`src/rtl/swc_rtu_rsp_queue.sv`:
```
// Per-port FWFT queue of RTU forwarding decisions feeding the core's rtu_rsp handshake.
// Optional overflow counter is compiled in by defining SWC_RTU_RSP_OVF_CNT_EN.
module swc_rtu_rsp_queue #(
    parameter int g_num_ports  = 8,
    parameter int g_prio_width = 3,
    parameter int g_fifo_depth = 4
) (
    input  logic                              clk_i,
    input  logic                              rst_i,
    input  logic                              wr_i,
    input  logic [g_num_ports-1:0]            wr_mask_i,
    input  logic                              wr_drop_i,
    input  logic [g_prio_width-1:0]           wr_prio_i,
    output logic                              full_o,
    output logic                              rtu_rsp_valid_o,
    input  logic                              rtu_rsp_ack_i,
    output logic [g_num_ports-1:0]            rtu_dst_port_mask_o,
    output logic                              rtu_drop_o,
    output logic [g_prio_width-1:0]           rtu_prio_o,
    output logic [$clog2(g_fifo_depth):0]     level_o,
    output logic [15:0]                       ovf_cnt_o
);

    localparam int AW = $clog2(g_fifo_depth);
    localparam int LW = AW + 1;

    typedef struct packed {
        logic [g_num_ports-1:0]  mask;
        logic                    drop;
        logic [g_prio_width-1:0] prio;
    } entry_t;

    entry_t          mem_q [g_fifo_depth];
    logic [AW-1:0]   wr_ptr_q;
    logic [AW-1:0]   rd_ptr_q;
    logic [LW-1:0]   level_q;
    logic [LW-1:0]   level_d;
    logic            full;
    logic            valid;
    logic            push;
    logic            pop;
    entry_t          head;

    assign full  = (level_q == LW'(g_fifo_depth));
    assign valid = (level_q != '0);
    assign pop   = rtu_rsp_ack_i && valid;
    // A full queue still accepts a write when the head leaves in the same cycle.
    assign push  = wr_i && (!full || pop);

    always_comb begin
        level_d = level_q;
        unique case ({push, pop})
            2'b10:   level_d = level_q + LW'(1);
            2'b01:   level_d = level_q - LW'(1);
            default: level_d = level_q;
        endcase
    end

    always_ff @(posedge clk_i or posedge rst_i) begin
        if (rst_i) begin
            wr_ptr_q <= '0;
            rd_ptr_q <= '0;
            level_q  <= '0;
        end else begin
            if (push) wr_ptr_q <= wr_ptr_q + AW'(1);
            if (pop)  rd_ptr_q <= rd_ptr_q + AW'(1);
            level_q <= level_d;
        end
    end

    always_ff @(posedge clk_i or posedge rst_i) begin
        if (rst_i) begin
            for (int i = 0; i < g_fifo_depth; i++) mem_q[i] <= '0;
        end else if (push) begin
            mem_q[wr_ptr_q] <= '{mask: wr_mask_i, drop: wr_drop_i, prio: wr_prio_i};
        end
    end

    assign head                = mem_q[rd_ptr_q];
    assign rtu_dst_port_mask_o = head.mask;
    assign rtu_drop_o          = head.drop;
    assign rtu_prio_o          = head.prio;
    assign rtu_rsp_valid_o     = valid;
    assign full_o              = full;
    assign level_o             = level_q;

`ifdef SWC_RTU_RSP_OVF_CNT_EN
    logic        ovf;
    logic [15:0] ovf_cnt_q;
    logic [15:0] ovf_cnt_d;

    assign ovf = wr_i && full && !pop;

    always_comb begin
        ovf_cnt_d = ovf_cnt_q;
        if (ovf && (ovf_cnt_q != 16'hFFFF)) ovf_cnt_d = ovf_cnt_q + 16'd1;
    end

    always_ff @(posedge clk_i or posedge rst_i) begin
        if (rst_i) ovf_cnt_q <= '0;
        else       ovf_cnt_q <= ovf_cnt_d;
    end

    assign ovf_cnt_o = ovf_cnt_q;
`else
    assign ovf_cnt_o = '0;
`endif

endmodule

```
`config.mk`:
```
export PLATFORM = sky130hd
export DESIGN_NAME = swc_rtu_rsp_queue
export DESIGN_NICKNAME = d
export VERILOG_FILES = /design/src/rtl/swc_rtu_rsp_queue.sv
export SDC_FILE = /design/constraint.sdc
export NUM_CORES = 1
export LEC_CHECK = 0
export CORE_AREA = 2 2 72 74
export DETAILED_ROUTE_END_ITERATION = 10
export DIE_AREA = 0 0 74 76
export PLACE_DENSITY = 0.91
export SYNTH_ARGS = -nofsm -noshare
export SYNTH_HDL_FRONTEND = slang
export SYNTH_SLANG_ARGS = --single-unit
export TNS_END_PERCENT = 10
```
`constraint.sdc`:
```
create_clock -name clk_i -period 5.8 [get_ports clk_i]
set_clock_uncertainty 0.15 [all_clocks]
set_input_delay 1.45 -clock clk_i [delete_from_list [all_inputs] [get_ports clk_i]]
set_output_delay 1.45 -clock clk_i [all_outputs]
set_load 0.1 [all_outputs]
```
Yosys cells after proc, flatten, opt, wreduce, memory -nomap -nowiden

Index checks and enable logic that the tools add are counted.

Register bits after elaboration: 55
Input port bits: 16
Output and inout port bits: 33
Word-level logic and storage cells: 41

Add/sub/neg operators: 4
$lt $le $gt $ge: 3
Equality and inequality tests: 3
Muxes and demuxes: 7
Bitwise logic cells: 2
Reductions and logical operators: 7

Operators with widths:

| cell                  | number |
|---|---|
| $bwmux W48            | 1 |
| $mux W12              | 3 |
| $bmux W12 S2          | 1 |
| $demux W12 S2         | 1 |
| $ge A3 B3 Y1 const B  | 2 |
| $not A2 Y3            | 2 |
| $pmux W3 S2           | 1 |
| $add A2 B1 Y2 const B | 2 |
| $add A3 B1 Y3 const B | 1 |
| $eq A3 B3 Y1 const B  | 1 |
| $logic_and A1 B1 Y1   | 3 |
| $lt A3 B1 Y1 const B  | 1 |
| $reduce_bool A3 Y1    | 1 |
| $sub A3 B1 Y3 const B | 1 |
| $eq A2 B1 Y1 const B  | 1 |
| $eq A2 B2 Y1 const B  | 1 |
| $reduce_bool A2 Y1    | 1 |
| $logic_not A1 Y1      | 1 |
| $logic_or A1 B1 Y1    | 1 |

Logic depth before layout (Yosys ltp)

Gate-level depths: netlist of run 1.

Word-level depth: 6
Gate-level depth with buffers: 8
Mapped depth without buffers: 8

Least setup slack after synthesis of run 1

OpenSTA, ideal clock, no wires.

Path kind: reg2out
Start point: register level_q[2], in the netlist level_o[2]
End point: output port full_o
Data arrival time: 1.874 ns
Required time: 4.200 ns
Path slack: 2.326 ns
Cell stages (with the launch flop): 2
Path buffers: 0
Cell sequence: dfrtp_1 and3_1

Cells in the longest elaborated chain, start to end: 1

RTL lines:

| what                   | line | source |
|---|---|---|
| from (decl)            | 36   | `logic [LW-1:0] level_q;` |
| from (signal assigned) | 67   | `level_q <= level_d;` |
| $eq A3 B3 Y1           | 44   | `assign full = (level_q == LW'(g_fifo_depth));` |
| to (decl)              | 14   | `output logic full_o,` |

No other way between the ends.

Worst setup path in the final report of run 1

Start point: register rd_ptr_q[0]
End point: output port rtu_dst_port_mask_o[7]

Cells in the longest elaborated chain, start to end: 4

RTL lines:

| what                                        | line | source |
|---|---|---|
| from (decl)                                 | 35   | `logic [AW-1:0] rd_ptr_q;` |
| from (signal assigned)                      | 66   | `if (pop) rd_ptr_q <= rd_ptr_q + AW'(1);` |
| $not A2 Y3 (not written as such)            | 79   | `assign head = mem_q[rd_ptr_q];` |
| $bmux W12 S2                                | 79   |  |
| $mux W12 (not written as such) (2 in a row) | 79   |  |
| to (decl)                                   | 17   | `output logic [g_num_ports-1:0] rtu_dst_port_mask_o,` |

No other way between the ends. The select of a mux whose other input is x is not followed.

==> results of run 1 <==
## sequential cells by signal (all words and copies together), names as in the netlist
signal / flops
wr_ptr_q: 2
level_o: 3
mem_q: 48
rd_ptr_q: 2
## final cells by class
type,count,share of cell area
Tap cell,70,0.02849
Clock inverter,3,0.02198
Inverter,6,0.007326
Timing Repair Buffer,34,0.1091
Sequential cell,55,0.4477
Multi-Input combinational cell,105,0.3630
Clock buffer,5,0.02239
## stage by stage
step	cell area, um^2	hold WS [ns]	instances
2_1_floorplan	2691	0.3251	189
3_3_place_gp	2938	0.3326	270
3_5_place_dp	2938	0.3438	270
4_1_cts	3074	0.3657	278
5_1_grt	3074	0.3780	278
6_report	3074	0.3636	278
## kinds of logic (layout without fill, tap and decap cells)
logic type,Yosys count,count (layout),share of synthesized area
buf+inv,29,48,0.07549
fa+ha+maj,6,6,0.03134
compound gates,1,1,0.003324
simple gates,14,14,0.03039
flops,55,55,0.5223
other cells,1,16,0.001423
xor+xnor,6,6,0.01995
mux,62,62,0.3158
## path summary, 6_finish.rpt
path                                         start                     end  slack [ns]  cells after the start
setup / recovery           rd_ptr_q[0]$_DFFE_PP0P_  rtu_dst_port_mask_o[7]        1.44                      2
hold / removal                mem_q[1]$_DFFE_PP0P_    mem_q[1]$_DFFE_PP0P_        0.36                      1
setup reg to reg            level_o[0]$_DFFE_PP0P_  level_o[2]$_DFFE_PP0P_        3.39                      8
hold reg to reg               mem_q[1]$_DFFE_PP0P_    mem_q[1]$_DFFE_PP0P_        0.36                      1
max in group asynchronous                    rst_i   mem_q[13]$_DFFE_PP0P_        3.24                      2
min in group asynchronous                    rst_i  level_o[0]$_DFFE_PP0P_        1.58                      2
## critical path, cell delays in order (launching register included)
cell and delay, ns:
dfrtp_1 0.86, mux4_2 0.60, clkdlybuf4s50_1 0.98
## synthesized netlist by cell type, types with 3 or more instances
library cell,number,area (um^2)
inv_1,6,22.52
nand2_1,5,18.77
mux2_2,49,551.8
dfrtp_1,55,1376
ha_1,5,62.56
nor2_1,5,18.77
xnor2_1,3,26.28
buf_6,3,33.78
buf_4,17,127.6
xor2_1,3,26.28
buf_2,3,15.01
mux4_2,12,270.3
## routing by layer
layer  vias up  track usage  share of wire
li1        642            -              -
met1       746       0.2329           0.43
met2        35       0.2830           0.51
met3         8      0.03175          0.034
met4         0      0.07455          0.020
met5         -            0              0
==> impl_metrics.py, run 1 <==
metrics = {
    "outcome": {
        "status": "finished clean",
    },
    "clock_network": {
        "postCtsSetupBuffers": 0,
        "cts.sinks": 55,
        "clockBufferDepth": 2,
        "cts_tree": "built",
        "cts_hold_buf": 0,
        "h-tree-depth": 2,
        "cts_root_buffer": "clkbuf_8",
        "cts_resized": 0,
        "clk_pin_slew_worst_paths_ns": 0.10,
        "insertion_delay_ns": 0.31,
        "cts_made_buffers": 5,
    },
    "detailed_routing": {
        "via_per_inst": 5.147,
        "antenna_left": 0,
        "vias": 1431,
        "first_pass_iters": 4,
        "route.detailed.drc": 0,
        "wl_mm": 4.439,
        "drt-initial-drc-count": 66,
        "routedWlPerCell_um": 15.97,
    },
    "floorplan": {
        "initial_core_util": 0.5364,
        "ioPinCount": 49,
        "die_area_um2": 5624,
        "row_count": 26,
        "design.core.area_um2": 4912,
        "dieWidth_um": 74,
        "dieHeight_um": 76,
    },
    "cells_and_area": {
        "n_antenna_cell": 0,
        "final_cell_mix": "dfrtp_1 (55), mux2_2 (49), clkdlybuf4s50_1 (32), conb_1 (16), mux4_2 (12)",
        "regArea_um2": 1376,
        "multi_input_area_um2": 1116,
        "drive_gt1_frac": 0.3510,
        "nets": 229,
        "final_util": 0.6258,
        "synthToLayoutAreaGrowth_pct": 16.67,
        "fillers": 373,
        "layout_commonest_cell": "dfrtp_1",
    },
    "yosys": {
        "synthFlopType": "dfrtp_1",
        "synth_async_sr_flop_share": 1.000,
        "synth.avg_cell_area_um2": 15.14,
        "synth_edf_count": 0,
        "synth_seq_area_share": 0.5223,
        "netlist_area_um2": 2635,
        "ys_ff_latch": 55,
        "syn_inst": 174,
        "synth_cell_types": 20,
        "synth-warning-count": 0,
    },
    "grt": {
        "grt_pass1_wl_mm": 7.376,
        "grt_overflow": 0,
        "grt_max_degree": 56,
        "antenna_found_initial": 0,
        "grt_pass1_vias": 1510,
        "track_usage": 0.1760,
    },
    "timing": {
        "max-slew-margin-rel": 0.1776,
        "tightest_slew_ns": 1.229,
        "fin_crit_sh": 0.7509,
        "tns_ns": 0,
        "rsz0062_at_grt": "false",
        "worst_slack_ns": 1.445,
        "slew_violations": 0,
        "hold_viol_final": 0,
        "setup_viol": 0,
        "fmax_ghz": 0.2296,
        "fin_crit_ns": 4.355,
    },
    "setup_path": {
        "end_kind": "output pin",
        "crit_fanout": 14,
        "arrival_ns": 2.76,
        "worstSetupPathType": "flip-flop to output pin",
        "crit_required_ns": 4.20,
        "cp-start-kind": "flip-flop",
    },
    "job": {
        "max-cap-violations": 0,
    },
    "placement": {
        "port_buffers": 32,
        "place_ws_ns": 1.764,
        "finalWeightedCongestion": 0.6921,
        "dpl.hpwl_mm": 3.036,
    },
    "min_path": {
        "min-delay-path-class": "flip-flop to flip-flop",
    },
}
Power of run 1 is left out: the tool's default activity adds up to more than one toggle a clock period on the data nets, which glitch-free logic cannot reach.
==> run 2: changes to the inputs <==
Settings changed: CORE_AREA 2 2 72 74 to 2 2 75 77, DIE_AREA 0 0 74 76 to 0 0 77 79, PLACE_DENSITY 0.91 to 0.85.
Clock period 5.8 ns to 4.1 ns, I/O delays scaled along.
==> impl_metrics.py, run 2 (synthesis gave the netlist of run 1 again) <==
metrics = {
    "outcome": {
        "status": "finished clean",
    },
    "setup_path": {
        "worstSetupPathType": "flip-flop to output pin",
        "end_kind": "output pin",
        "cp-start-kind": "flip-flop",
        "crit_fanout": 6,
        "crit_required_ns": 2.92,
        "arrival_ns": 2.13,
    },
    "timing": {
        "worst_slack_ns": 0.7923,
        "hold_viol_final": 0,
        "tightest_slew_ns": 0.9690,
        "rsz0062_at_grt": "false",
        "max-slew-margin-rel": 0.3520,
        "fmax_ghz": 0.3023,
        "tns_ns": 0,
        "fin_crit_ns": 3.308,
        "setup_viol": 0,
        "slew_violations": 0,
        "fin_crit_sh": 0.8068,
    },
    "cells_and_area": {
        "drive_gt1_frac": 0.4123,
        "n_antenna_cell": 0,
        "nets": 232,
        "layout_commonest_cell": "dfrtp_1",
        "final_util": 0.5642,
        "fillers": 437,
        "regArea_um2": 1376,
        "final_cell_mix": "dfrtp_1 (55), mux2_2 (49), clkdlybuf4s50_1 (19), buf_4 (18), conb_1 (16)",
        "multi_input_area_um2": 1116,
        "largest_register": "mem_q",
        "synthToLayoutAreaGrowth_pct": 14.29,
        "largest_register_ffs": 48,
    },
    "grt": {
        "grt_max_degree": 30,
        "track_usage": 0.1566,
        "grt_pass1_vias": 1478,
        "grt_pass1_wl_mm": 7.134,
        "grt_overflow": 0,
        "antenna_found_initial": 0,
    },
    "detailed_routing": {
        "route.detailed.drc": 0,
        "routedWlPerCell_um": 15.38,
        "vias": 1416,
        "first_pass_iters": 3,
        "via_per_inst": 5.004,
        "wl_mm": 4.353,
        "drt-initial-drc-count": 34,
        "antenna_left": 0,
    },
    "floorplan": {
        "initial_core_util": 0.4937,
        "ioPinCount": 49,
        "design.core.area_um2": 5338,
        "row_count": 27,
        "dieWidth_um": 77,
        "die_area_um2": 6083,
        "dieHeight_um": 79,
    },
    "clock_network": {
        "clockBufferDepth": 2,
        "cts.sinks": 55,
        "cts_made_buffers": 5,
        "cts_root_buffer": "clkbuf_8",
        "cts_hold_buf": 0,
        "postCtsSetupBuffers": 0,
        "cts_tree": "built",
        "clk_pin_slew_worst_paths_ns": 0.09,
        "cts_resized": 0,
        "h-tree-depth": 2,
        "insertion_delay_ns": 0.29,
    },
    "placement": {
        "port_buffers": 32,
        "dpl.hpwl_mm": 2.969,
        "finalWeightedCongestion": 0.7177,
        "place_ws_ns": 0.7907,
    },
    "min_path": {
        "min-delay-path-class": "flip-flop to flip-flop",
    },
    "job": {
        "max-cap-violations": 0,
    },
}
-- run 2: cell count changes in the layout (fill, tap and decap cells not counted), sizes merged --
cell           change
clkdlybuf4s50     -13
bufinv             -2
buf               +16
clkbuf             +2
clkinv             +1
clkinvlp           -1
-- run 2: cell type report --
type                    count  share of cell area
clock buffers               7             0.02534
clock inverters             1            0.001662
inverters                   6            0.007478
multi-input cells         105              0.3706
flip-flops and latches     55              0.4570
well taps                  72             0.02991
repair buffers             37              0.1080
-- run 2: final timing paths --
path / startpoint / end / slack [ns] / cells past startpoint
hold reg to reg: mem_q[35]$_DFFE_PP0P_ / mem_q[35]$_DFFE_PP0P_ / 0.36 / 1
setup reg to reg: level_o[0]$_DFFE_PP0P_ / level_o[2]$_DFFE_PP0P_ / 1.78 / 8
hold / removal: mem_q[35]$_DFFE_PP0P_ / mem_q[35]$_DFFE_PP0P_ / 0.36 / 1
min in group asynchronous: rst_i / mem_q[42]$_DFFE_PP0P_ / 0.94 / 2
setup / recovery: level_o[0]$_DFFE_PP0P_ / rtu_rsp_valid_o / 0.79 / 2
max in group asynchronous: rst_i / mem_q[46]$_DFFE_PP0P_ / 2.08 / 3
-- run 2: worst max-delay path, stage by stage, from the launching register on --
cell	delay [ns]
dfrtp_1	0.47
or3_1	0.39
clkdlybuf4s50_1	0.97
-- run 2: routing by layer --
metal / GRT usage / vias to the layer above / routed length [um]
met5: 0 / - / 0
li1: - / 648 / -
met2: 0.2754 / 32 / 2278
met3: 0.03977 / 2 / 165
met4: 0.05893 / 0 / 29
met1: 0.1868 / 734 / 1879
-- run 2: metrics by stage --
stage               cell area [um^2]  hold slack [ns]  instances
floorplan                       2691           0.3251        189
global placement                2930           0.3351        275
detailed placement              2930           0.3402        275
CTS                             3012           0.3625        283
global route                    3012           0.3703        283
finish                          3012           0.3589        283
Power of run 2 is left out for the same reason.
